===== src/rtl/incdev_pkg.sv =====
// incdev_pkg: shared state encoding, widths and queue entry type for the execute queue
package incdev_pkg;
  localparam int INST_W = 32;
  localparam int PC_W = 32;
  typedef enum logic [1:0] {IDLE, ISSUE, WAIT, ERR} state_e;
  typedef struct packed {
    logic [PC_W-1:0]   pc;
    logic [INST_W-1:0] inst;
  } entry_t;
endpackage


===== src/rtl/incdev_sync_fifo.sv =====
// incdev_sync_fifo: circular FIFO with separate occupancy count; push while full succeeds only alongside a pop
module incdev_sync_fifo #(
  parameter int DEPTH = 8,
  parameter int W = 64
) (
  input  logic                   clk,
  input  logic                   rst,
  input  logic                   i_push,
  input  logic                   i_pop,
  input  logic [W-1:0]           i_data,
  output logic [W-1:0]           o_data,
  output logic                   o_full,
  output logic                   o_empty,
  output logic [$clog2(DEPTH):0] o_count
);
  localparam int AW = $clog2(DEPTH);
  localparam int CW = AW + 1;
  logic [W-1:0]  r_mem [DEPTH];
  logic [AW-1:0] r_wr, r_rd;
  logic [CW-1:0] r_cnt;
  logic          w_wr, w_rd;
  assign o_full  = r_cnt == CW'(DEPTH);
  assign o_empty = r_cnt == '0;
  assign w_rd    = i_pop && !o_empty;
  assign w_wr    = i_push && (!o_full || w_rd);
  assign o_data  = r_mem[r_rd];
  assign o_count = r_cnt;
  // pointers wrap naturally since DEPTH is a power of two
  always_ff @(posedge clk)
    if (rst) begin
      r_wr  <= '0;
      r_rd  <= '0;
      r_cnt <= '0;
    end else begin
      r_wr  <= r_wr + AW'(w_wr);
      r_rd  <= r_rd + AW'(w_rd);
      r_cnt <= r_cnt + CW'(w_wr) - CW'(w_rd);
    end
  // storage needs no reset; occupancy alone defines validity
  always_ff @(posedge clk)
    if (w_wr) r_mem[r_wr] <= i_data;
endmodule


===== src/rtl/incdev_ex_queue.sv =====
// incdev_ex_queue: buffers execute requests and issues them one at a time with a watchdog; INCDEV_EXQ_BYPASS_EN adds an empty-queue bypass
module incdev_ex_queue
  import incdev_pkg::*;
#(
  parameter int DEPTH = 8,
  parameter int TIMEOUT = 1024
) (
  input  logic                   clk,
  input  logic                   rst,
  input  logic                   in_valid,
  input  logic [INST_W-1:0]      in_inst,
  input  logic [PC_W-1:0]        in_pc,
  output logic                   full,
  output logic                   usr_ex_flag,
  output logic [INST_W-1:0]      usr_ex_inst,
  output logic [PC_W-1:0]        usr_ex_pc,
  input  logic                   usr_ex_finish,
  output logic                   busy,
  output logic [$clog2(DEPTH):0] count,
  output logic                   ovf_err,
  output logic                   timeout_err,
  output logic [PC_W-1:0]        err_pc
);
  localparam int WW = $clog2(TIMEOUT);
  state_e        r_state, w_next;
  entry_t        r_cur, w_head, w_in;
  logic [WW-1:0] r_wd;
  logic          r_ovf, r_to;
  logic [PC_W-1:0] r_err_pc;
  logic          w_empty, w_pop, w_byp, w_push, w_ovf, w_exp;
  assign w_in = '{pc: in_pc, inst: in_inst};
  assign w_pop = r_state == IDLE && !w_empty;
`ifdef INCDEV_EXQ_BYPASS_EN
  assign w_byp = r_state == IDLE && w_empty && in_valid;
`else
  assign w_byp = 1'b0;
`endif
  assign w_push = in_valid && !w_byp;
  assign w_ovf  = w_push && full && !w_pop;
  assign w_exp  = r_state == WAIT && !usr_ex_finish && r_wd == WW'(TIMEOUT - 1);
  assign usr_ex_flag = r_state == ISSUE;
  assign busy        = r_state == ISSUE || r_state == WAIT;
  assign usr_ex_inst = r_cur.inst;
  assign usr_ex_pc   = r_cur.pc;
  assign ovf_err     = r_ovf;
  assign timeout_err = r_to;
  assign err_pc      = r_err_pc;
  incdev_sync_fifo #(.DEPTH(DEPTH), .W($bits(entry_t))) u_fifo (
    .clk(clk), .rst(rst), .i_push(w_push), .i_pop(w_pop), .i_data(w_in),
    .o_data(w_head), .o_full(full), .o_empty(w_empty), .o_count(count)
  );
  // next state: finish beats a simultaneous watchdog expiry
  always_comb begin
    w_next = r_state;
    case (r_state)
      IDLE:    w_next = (w_pop || w_byp) ? ISSUE : IDLE;
      ISSUE:   w_next = WAIT;
      WAIT:    w_next = usr_ex_finish ? IDLE : w_exp ? ERR : WAIT;
      default: w_next = ERR;
    endcase
  end
  // state, issued entry, watchdog and sticky error capture
  always_ff @(posedge clk)
    if (rst) begin
      r_state  <= IDLE;
      r_cur    <= '0;
      r_wd     <= '0;
      r_ovf    <= 1'b0;
      r_to     <= 1'b0;
      r_err_pc <= '0;
    end else begin
      r_state <= w_next;
      r_cur   <= w_pop ? w_head : w_byp ? w_in : r_cur;
      r_wd    <= r_state == ISSUE ? '0 : r_state == WAIT ? r_wd + WW'(1) : r_wd;
      if (w_ovf) r_ovf <= 1'b1;
      if (w_exp) begin
        r_to     <= 1'b1;
        r_err_pc <= r_cur.pc;
      end
    end
endmodule


===== config.mk =====
export PLATFORM = sky130hd
export DESIGN_NAME = incdev_ex_queue
export DESIGN_NICKNAME = d
export VERILOG_FILES = /design/src/rtl/incdev_pkg.sv /design/src/rtl/incdev_sync_fifo.sv /design/src/rtl/incdev_ex_queue.sv
export SDC_FILE = /design/constraint.sdc
export NUM_CORES = 1
export LEC_CHECK = 0
export CAP_MARGIN = 25
export CORE_ASPECT_RATIO = 2
export CORE_MARGIN = 5
export CORE_UTILIZATION = 58
export DETAILED_ROUTE_END_ITERATION = 10
export PLACE_DENSITY_LB_ADDON = 0.12
export SLEW_MARGIN = 10
export SYNTH_ARGS = -nofsm -noshare
export SYNTH_HDL_FRONTEND = slang
export SYNTH_SLANG_ARGS = --single-unit

===== constraint.sdc =====
create_clock -name clk -period 9.6 [get_ports clk]
set_clock_uncertainty 0.05 [all_clocks]
set_input_delay 1.92 -clock clk [delete_from_list [all_inputs] [get_ports clk]]
set_output_delay 1.92 -clock clk [all_outputs]
set_load 0.01 [all_outputs]

== Word-level counts from Yosys, hierarchy flattened ==
Memory sizes are Yosys's and may differ from the RTL's. A register that Yosys moved wholly into a read port is not among the register bits.
Index checks and enable logic that the tools add are counted.

* Reductions and logical operators: 16
* Mux-type cells: 6
* Add/subtract/negate cells: 5
* Eq/ne operators: 4

{| class="wikitable"
|+ Operators with widths
! cell !! count
|-
| $add 10x1->10 const B || 1
|-
| $eq 10x10->1 const B || 1
|-
| $logic_and 1x1->1 || 7
|-
| $add 3x1->3 || 2
|-
| $pmux 2 s3 || 1
|-
| $add 4x1->4 || 1
|-
| $eq 4x4->1 const B || 1
|-
| $logic_not 1->1 || 4
|-
| $logic_not 4->1 || 1
|-
| $mux 1 || 4
|-
| $sub 4x1->4 || 1
|-
| $eq 2x1->1 const B || 1
|-
| $eq 2x2->1 const B || 1
|-
| $logic_not 2->1 || 1
|-
| $logic_or 1x1->1 || 2
|-
| $mux 2 || 1
|-
| $reduce_or 2->1 || 1
|}

* Memory bits (writable): 512
* Memories: 1
* Register bits after elaboration: 56
* Input bits: 68
* Output and inout bits: 105

{| class="wikitable"
|+ Memory list
! name !! words !! width !! rd ports !! clocked after memory_dff !! wr ports !! RTL line !! RTL
|-
| u_fifo.r_mem || 8 || 64 || 1 || 1 || 1 || incdev_sync_fifo.sv:18 || <nowiki>logic [W-1:0] r_mem [DEPTH];</nowiki>
|}

== Depth between registers and ports, before layout ==
Gate-level depths: netlist of run 1.

* Word-level depth: 8
* Depth in mapped cells: 13
* Mapped depth without buffers: 12

== Cells and area by module ==
From an unflattened synthesis of run 1, not the netlist that was laid out.

* Cell total of the unflattened synthesis: 1,290
* Area total of the unflattened synthesis: 23,912.9 um^2

{| class="wikitable"
|+ Modules (own cells, without submodules)
! module !! area an instance (um^2) !! instances !! sequential area each (um^2) !! cells each
|-
| incdev_sync_fifo || 19,809.0 || 1 || 15,574.9 || 803
|-
| incdev_ex_queue || 4,103.9 || 1 || 2,202.1 || 487
|}

== Worst setup path after synthesis of run 1 ==
No wires, ideal clock.

* Path type: input to register
* Start: input port in_valid
* End: memory u_fifo.r_mem[4][0] (enable)
* Setup slack: 2,203 ps
* Required time: 8,985 ps
* Arrival time: 6,782 ps
* Buffers on the path: 0
* Stages: 3
* Path through: a21boi_0 nand2_1 nor3_1

* Word-level cells in the longest chain between the ends: 3

{| class="wikitable"
|+ Ends and longest elaborated chain
! what !! RTL line !! RTL
|-
| start, declared || incdev_ex_queue.sv:10 || <nowiki>input logic in_valid,</nowiki>
|-
| $logic_and 1x1->1 || incdev_sync_fifo.sv:25 || <nowiki>assign w_wr = i_push && (!o_full || w_rd);</nowiki>
|-
| $mux 1 || incdev_sync_fifo.sv:41 || <nowiki>if (w_wr) r_mem[r_wr] <= i_data;</nowiki>
|-
| $mux 1 (implied by the code) || incdev_sync_fifo.sv:41 ||
|-
| end, declared || incdev_sync_fifo.sv:18 ||
|}

No other way between the ends.

== Worst setup path after layout of run 1 ==
* Start: input port in_valid
* End: memory u_fifo.r_mem[4][58] (enable)

The elaborated chain is that of the path after synthesis.

==> impl_metrics.toml, run 1 <==
[global_route]
grt_overflow_total = 0
grt_max_degree = 135
antenna_found_initial = 3
grt_util_all_layers = 0.2145
grt_pass1_wl_microns = 75610
grt_pass1_vias = 13560

[sta]
finalCriticalPeriod_ns = 4.407
fmax_mhz = 226.9
slew-limit-headroom = 0.2910
period_share = 0.4591
finalHoldViolCount = 0
rsz0062_at_grt = "false"
fin_hold_ws_ns = 0.4070
drv_slew = 0
finalSetupViolCount = 0
setup_ws_ns = 5.193
tns_ns = 0
worst_slew_pin_slew_ns = 1.063

[floorplan]
fp.dieH_microns = 296.5
core_area_sq_um = 40860
die_w_microns = 153.3
io_pins = 173
start_util = 0.5826
fp.dieArea_sq_um = 45440
rows = 105

[logic_synthesis]
syn_nets = 1589
syn_area_per_cell_sq_um = 15.81
synthCells = 1506
ys_warn_count = 0
yosysUniqueCellTypes = 41
synth-async-reset-ratio = 0
synth_edf_count = 512
syn-cell-area_sq_um = 23800
yosys_register_bits = 632
seq_area_frac_synth = 0.7468
synthTopCellsByArea = "edfxtp_1, mux2i_1, dfxtp_1, o22ai_1, nor3_1"
ys.flop_type = "edfxtp_1"
synth_top_area_frac = 0.6459
yosysTopAreaCell = "edfxtp_1"

[routing]
route.detailed.wl_per_inst_microns = 22.20
viasPerCell = 5.843
drc = 0
ant_nets = 0
vias = 13080
wirelength_microns = 49700
drt_iter0_markers = 731
dr.pass1.iters = 5

[setup_path]
arrival_ns = 4.55
crit_fanout = 59
end_kind = "flop"
worstSetupPathType = "primary input to flop"
required_ns = 9.75
worstSetupStartpointType = "primary input"

[clocking]
clk_pin_slew_ns = 0.07
clk_latency_ns = 0.59
cts_tree = "built"
cts_buffers = 52
cts_resized = 0
ctsRootBufferMaster = "clkbuf_16"
postCtsSetupBuffers = 0
cts-htree-levels = 2
cts_hold_buf = 0
clock_sinks = 632
clock_path_buffers = 3

[power]
total_power_mw = 7.524
p_per_area_nw_per_um2 = 270.3
p_leak_nw = 9.074
ir_drop_v = 0.0002508

[cells_and_area]
nFillCells = 2808
instances_no_fill = 2239
multiInputGateArea_sq_um = 5639
area_growth_pct = 16.92
final_util = 0.6812
ff_latch_area_sq_um = 17780
drive_gt1_frac = 0.1034
most-common-layout-cells = "edfxtp_1, mux2i_1, clkdlybuf4s50_1, nor3_1, o22ai_1"
final_area_sq_um = 27830
layout_commonest_cell = "edfxtp_1"
final_nets = 1741

[place]
dp_cells = 2137
io_buffers = 172
preCtsSetupSlack_ns = 4.585
gp_congestion = 0.7244
post-dp-hpwl_microns = 27150
postPlaceCellArea_sq_um = 25970

[run_status]
outcome = "completed"

[min_path]
hold_class = "flop to flop"

[job]
maxCapViolations = 0
==> Yosys cell counts, types with 8 or more instances <==
master / instances
inv_1: 9
buf_2: 38
ha_1: 14
a21oi_2: 28
nand2_1: 42
edfxtp_1: 512
clkbuf_1: 45
nand2b_1: 8
mux2i_1: 257
dfxtp_1: 120
nand2_2: 28
nor2_1: 87
o22ai_1: 128
nor3_1: 132
a21oi_1: 9
==> logic make-up after synthesis <==
group | after synthesis | synth area share
AOI/OAI and AO/OA | 172 | 0.04767
xor gates and xnor gates | 11 | 0.004047
muxes | 257 | 0.1081
buffers and inverters | 101 | 0.02024
DFF | 632 | 0.7468
and+or+nand+nor | 318 | 0.06497
adders and majority gates | 15 | 0.008200
==> path summary, 6_finish.rpt <==
check                                    start             endpoint  slack [ns]  cells past startpoint
worst max-delay path                  in_valid  u_fifo.r_mem[4][58]        5.19                      5
worst min-delay path                err_pc[18]           err_pc[18]        0.41                      2
worst max register to register  u_fifo.r_rd[0]      usr_ex_inst[28]        6.01                      6
worst min register to register      err_pc[18]           err_pc[18]        0.41                      2
==> routing by layer <==
metal  share of wire  track usage  wire length (microns)  vias to the layer above
li1                -            -                      -                     6052
met1            0.37       0.2428                  18490                     6579
met2            0.55       0.4076                  27260                      344
met3           0.043      0.02912                   2113                      106
met4           0.037      0.08484                   1818                        2
met5         0.00026            0                     13                        -
==> registers in the layout, indices dropped and copies added (netlist names) <==
name / flops
u_fifo.r_mem: 512
err_pc: 32
usr_ex_inst: 32
usr_ex_pc: 32
r_wd: 10
u_fifo.o_count: 4
u_fifo.r_rd: 3
u_fifo.r_wr: 3
r_state: 2
ovf_err: 1
timeout_err: 1
==> report_power, final <==
group / internal [mW] / total [mW] / switching, mW
Combinational: 0.817 / 1.95 / 1.14
Sequential: 3.22 / 3.37 / 0.149
Clock: 1.28 / 2.20 / 0.925
Total: 5.32 / 7.52 / 2.21
==> area by class of cell <==
| type | instances | share of cell area |
|---|---|---|
| antenna | 2 | 0.0001798 |
| clock buffer | 70 | 0.05210 |
| clock inverter | 28 | 0.01254 |
| inverter | 10 | 0.001394 |
| multi-input combinational | 773 | 0.2026 |
| sequential | 632 | 0.6389 |
| tap | 535 | 0.02405 |
| timing repair buffer | 189 | 0.06824 |
==> critical path: stages <==
cell             delay, ns
clkdlybuf4s50_1       0.48
a21boi_0              0.45
nand2_1               0.35
nor3_2                0.43
buf_4                 0.89
No activity file was read; power rests on OpenSTA's default activity.
==> inputs of run 2 (changes only) <==
- clock period: 9.6 -> 4.5 ns (I/O delays scaled with it)
==> impl_metrics.toml, run 2 (synthesized netlist as in run 1, its figures left out) <==
[cells_and_area]
drive_gt1_frac = 0.1050
area_growth_pct = 16.96
final_nets = 1747
largest_reg_flops = 512
most-common-layout-cells = "edfxtp_1, mux2i_1, clkdlybuf4s50_1, nor3_1, o22ai_1"
nFillCells = 2784
layout_commonest_cell = "edfxtp_1"
top_register = "u_fifo.r_mem"

[setup_path]
worstSetupPathType = "flop to primary output"
end_kind = "primary output"
crit_fanout = 3
arrival_ns = 2.08
r2r-start = "u_fifo.o_count[2]"
reg2reg_slack_ns = 1.63
reg2reg_depth = 11
worstSetupStartpointType = "flop"
required_ns = 3.55
rr_endpoint = "u_fifo.o_count[2]"

[power]
p_per_area_nw_per_um2 = 567.8
comb_power_share = 0.264
seq_power_share = 0.455
sw_frac_of_total = 0.2977
ir_drop_v = 0.0005917
p_leak_nw = 9.045
total_power_mw = 15.81
internal_power_mw = 11.10
p_sw_mw = 4.705
pwr-share-clk = 0.282

[sta]
finalHoldViolCount = 0
worst_slew_pin_slew_ns = 0.9992
slew-limit-headroom = 0.3338
drv_slew = 0
rsz0062_at_grt = "false"
fmax_mhz = 329.8
setup_ws_ns = 1.468
finalSetupViolCount = 0
finalCriticalPeriod_ns = 3.032
period_share = 0.6739

[clocking]
clock_sinks = 632
cts_resized = 0
cts-htree-levels = 2
cts_buffers = 51
cts_hold_buf = 0
clk_pin_slew_ns = 0.07
clock_path_buffers = 3
cts_tree = "built"
ctsRootBufferMaster = "clkbuf_16"
clk_latency_ns = 0.57
postCtsSetupBuffers = 0

[routing]
drc = 0
route.detailed.wl_per_inst_microns = 22.10
dr.pass1.iters = 5
drt_iter0_markers = 765
wirelength_microns = 49600
viasPerCell = 5.817
ant_nets = 0
vias = 13050

[floorplan]
start_util = 0.5826
die_w_microns = 153.3
io_pins = 173
rows = 105
fp.dieH_microns = 296.5
core_area_sq_um = 40860
fp.dieArea_sq_um = 45440

[global_route]
grt_overflow_total = 0
grt_max_degree = 74
grt_util_all_layers = 0.2158
grt_pass1_wl_microns = 76090
antenna_found_initial = 4
grt_pass1_vias = 13630

[place]
gp_congestion = 0.7231
preCtsSetupSlack_ns = 1.250
io_buffers = 172
post-dp-hpwl_microns = 29140

[min_path]
min_to = "err_pc[29]"
hp-start = "err_pc[29]"
hold_class = "flop to flop"
holdPathStages = 2

[run_status]
outcome = "completed"

[job]
maxCapViolations = 0
run 2: cell types whose count changed in the layout (fill, tap and decap cells not counted):
cell / delta
clkbuf_8: +1
clkinv_2: -3
nor3_2: -2
buf_16: -2
buf_4: +2
inv_6: -2
bufinv_16: -4
nor3_4: +2
clkinvlp_4: +4
buf_12: +7
diode_2: +2
run 2: layout make-up:
type                       instances  area [sq um]  share of cell area
clock buffer                      71          1464             0.05258
clock inverter                    23         226.5            0.008134
timing repair buffer             196          1999             0.07182
inverter                          10         38.79            0.001393
sequential                       632         17780              0.6387
tap                              535         669.4             0.02404
antenna                            4         10.01           0.0003595
multi-input combinational        773          5652              0.2030
run 2: worst max-delay path by stage:
stage | slack [ns] | startpoint | cells after the start | to
final | 1.47 | u_fifo.o_count[2] | 4 | full
after global routing | 1.40 | u_fifo.o_count[2] | 4 | full
after CTS | 1.44 | u_fifo.o_count[2] | 4 | full
after detailed placement | 1.25 | in_valid | 6 | u_fifo.r_mem[6][7]
after global placement | 1.25 | in_valid | 6 | u_fifo.r_mem[6][8]
after floorplan | -0.16 | in_valid | 3 | u_fifo.r_mem[7][0]
run 2: power groups by stage:
stage               sequential, mW  clock, mW  combinational, mW
finish                        7.19       4.45               4.17
detailed placement            7.32          0               4.21
floorplan                     7.30          0               2.64
global route                  7.24       4.76               4.54
global placement              7.29          0               4.14
CTS                           7.19       4.53               4.23
run 2: worst max-delay path: stages (launching register included):
cell	delay [ns]
dfxtp_1	0.31
inv_1	0.10
ha_1	0.15
nor3b_1	0.33
clkdlybuf4s50_1	0.62
run 2: metal layers:
metal,GRT usage,share of wire,vias up
met1,0.2407,0.36,6548
met4,0.07788,0.030,0
met5,0,0,-
met3,0.03188,0.043,103
li1,-,-,6056
met2,0.4157,0.56,347
run 2: per-stage QoR:
stage	std cells	hold slack, ns	TNS, ns	area [sq um]	utilization
5_1_grt	2243	0.4275	0	27840	0.6813
2_1_floorplan	1506	0.4082	-60.15	23810	-
3_5_place_dp	2146	0.3977	0	26140	0.6398
3_3_place_gp	2146	0.3977	0	26140	0.6398
4_1_cts	2240	0.4065	0	27830	0.6812
6_report	2244	0.4029	0	27840	0.6814
==> inputs of run 3 (changes only) <==
- CORE_UTILIZATION: 58 -> 53
- clock period: 4.5 -> 2.43 ns (I/O delays scaled with it)
==> impl_metrics.toml, run 3 (synthesized netlist as in run 1, its figures left out) <==
[clocking]
clock_path_buffers = 3
cts_hold_buf = 0
ctsRootBufferMaster = "clkbuf_16"
cts_tree = "built"
clk_latency_ns = 0.58
postCtsSetupBuffers = 0
cts_buffers = 53
cts-htree-levels = 2
clk_pin_slew_ns = 0.06
clock_sinks = 632

[setup_path]
required_ns = 2.88
worstSetupStartpointType = "flop"
arrival_ns = 2.78
end_kind = "flop"
worstSetupPathType = "flop to flop"
crit_fanout = 3

[cells_and_area]
largest_reg_flops = 512
most-common-layout-cells = "edfxtp_1, mux2i_1, clkdlybuf4s50_1, nor3_1, o22ai_1"
drive_gt1_frac = 0.1262
final_area_sq_um = 28560
top_register = "u_fifo.r_mem"
layout_commonest_cell = "edfxtp_1"
final_nets = 1774
area_growth_pct = 19.96

[sta]
drv_slew = 0
period_share = 0.9589
finalCriticalPeriod_ns = 2.330
slew-limit-headroom = 0.5670
worst_slew_pin_slew_ns = 0.6490
finalHoldViolCount = 0
fmax_mhz = 429.2
fin_hold_ws_ns = 0.3505
setup_ws_ns = 0.09987
rsz0062_at_grt = "false"
finalSetupViolCount = 0
tns_ns = 0

[global_route]
grt_util_met3 = 0.02911
grt_pass1_vias = 13840
grt_pass1_wl_microns = 79260
grt_max_degree = 68
grt_overflow_total = 0
antenna_found_initial = 1
grt_use_met1 = 0.2607
grt_util_all_layers = 0.2035
grt-busiest-layer = "met2"
use_met2 = 0.3667

[place]
preCtsSetupSlack_ns = -0.02479
gp_congestion = 0.7583
io_buffers = 172
postPlaceCellArea_sq_um = 26690
post-dp-hpwl_microns = 31460

[routing]
viasPerCell = 5.663
vias = 13000
drt_iter0_markers = 875
ant_nets = 0
drc = 0
dr.pass1.iters = 5
wirelength_microns = 50510
route.detailed.wl_per_inst_microns = 22.00

[power]
total_power_mw = 30.27
p_leak_nw = 9.372
p_per_area_nw_per_um2 = 1060
ir_drop_v = 0.001387

[min_path]
hold_class = "primary input to flop"

[job]
maxCapViolations = 0

[floorplan]
start_util = 0.5322
core_area_sq_um = 44730
io_pins = 173
fp.dieH_microns = 309.7
die_w_microns = 159.9
fp.dieArea_sq_um = 49510
rows = 110

[run_status]
outcome = "completed"
run 3: cell types whose count changed in the layout (fill, tap and decap cells not counted), sizes merged, moves of 3 or more:
cell | before | now
clkbuf | 71 | 76
buf | 25 | 50
clkinvlp | 6 | 3
bufinv | 4 | 8
diode | 4 | 1
run 3: area by class of cell:
cell class	count	area, sq um
clock buffers	76	1535
well taps	560	700.7
repair buffers	221	2451
diodes	1	2.502
inverters	10	38.79
flip-flops and latches	632	17790
multi-input cells	773	5714
clock inverters	23	327.8
fillers	3179	16170
run 3: where the power goes:
group          switching [mW]  leakage, nW  internal (mW)
Combinational            4.62         2.84           3.49
Clock                    3.67        0.902           5.25
Sequential              0.512         5.63           12.7
run 3: worst paths after layout:
kind	start	endpoint	slack [ns]	depth (start not counted)
max	u_fifo.o_count[2]	u_fifo.o_count[1]	0.1	10
max reg2reg	u_fifo.o_count[2]	u_fifo.o_count[1]	0.1	10
min reg2reg	usr_ex_pc[7]	err_pc[7]	0.40	2
min	rst	u_fifo.r_rd[2]	0.35	2
run 3: worst max-delay path: stages (launching register included):
cell and delay [ns]:
dfxtp_2 0.33, inv_2 0.08, ha_2 0.19, inv_1 0.06, o31ai_4 0.25, clkinv_2 0.12
ha_1 0.29, inv_1 0.04, ha_1 0.21, fa_2 0.53, nor2b_1 0.12
run 3: layer usage:
layer	share of wire	vias to the layer above	wire (microns)
met4	0.019	0	957
met1	0.42	6503	21080
met3	0.041	59	2081
li1	-	6130	-
met2	0.52	310	26390
met5	0	-	0
run 3: per-stage QoR:
step,std cells,util
3_5_place_dp,2196,0.5966
5_1_grt,2296,0.6384
3_3_place_gp,2196,0.5966
4_1_cts,2295,0.6382
2_1_floorplan,1506,-
6_report,2296,0.6384
run 3: repair_timing:
action	in CTS	in global routing
gates cloned	0	0
setup endpoints to repair	2	3
resized for setup	2	2
hold endpoints to repair	0	0
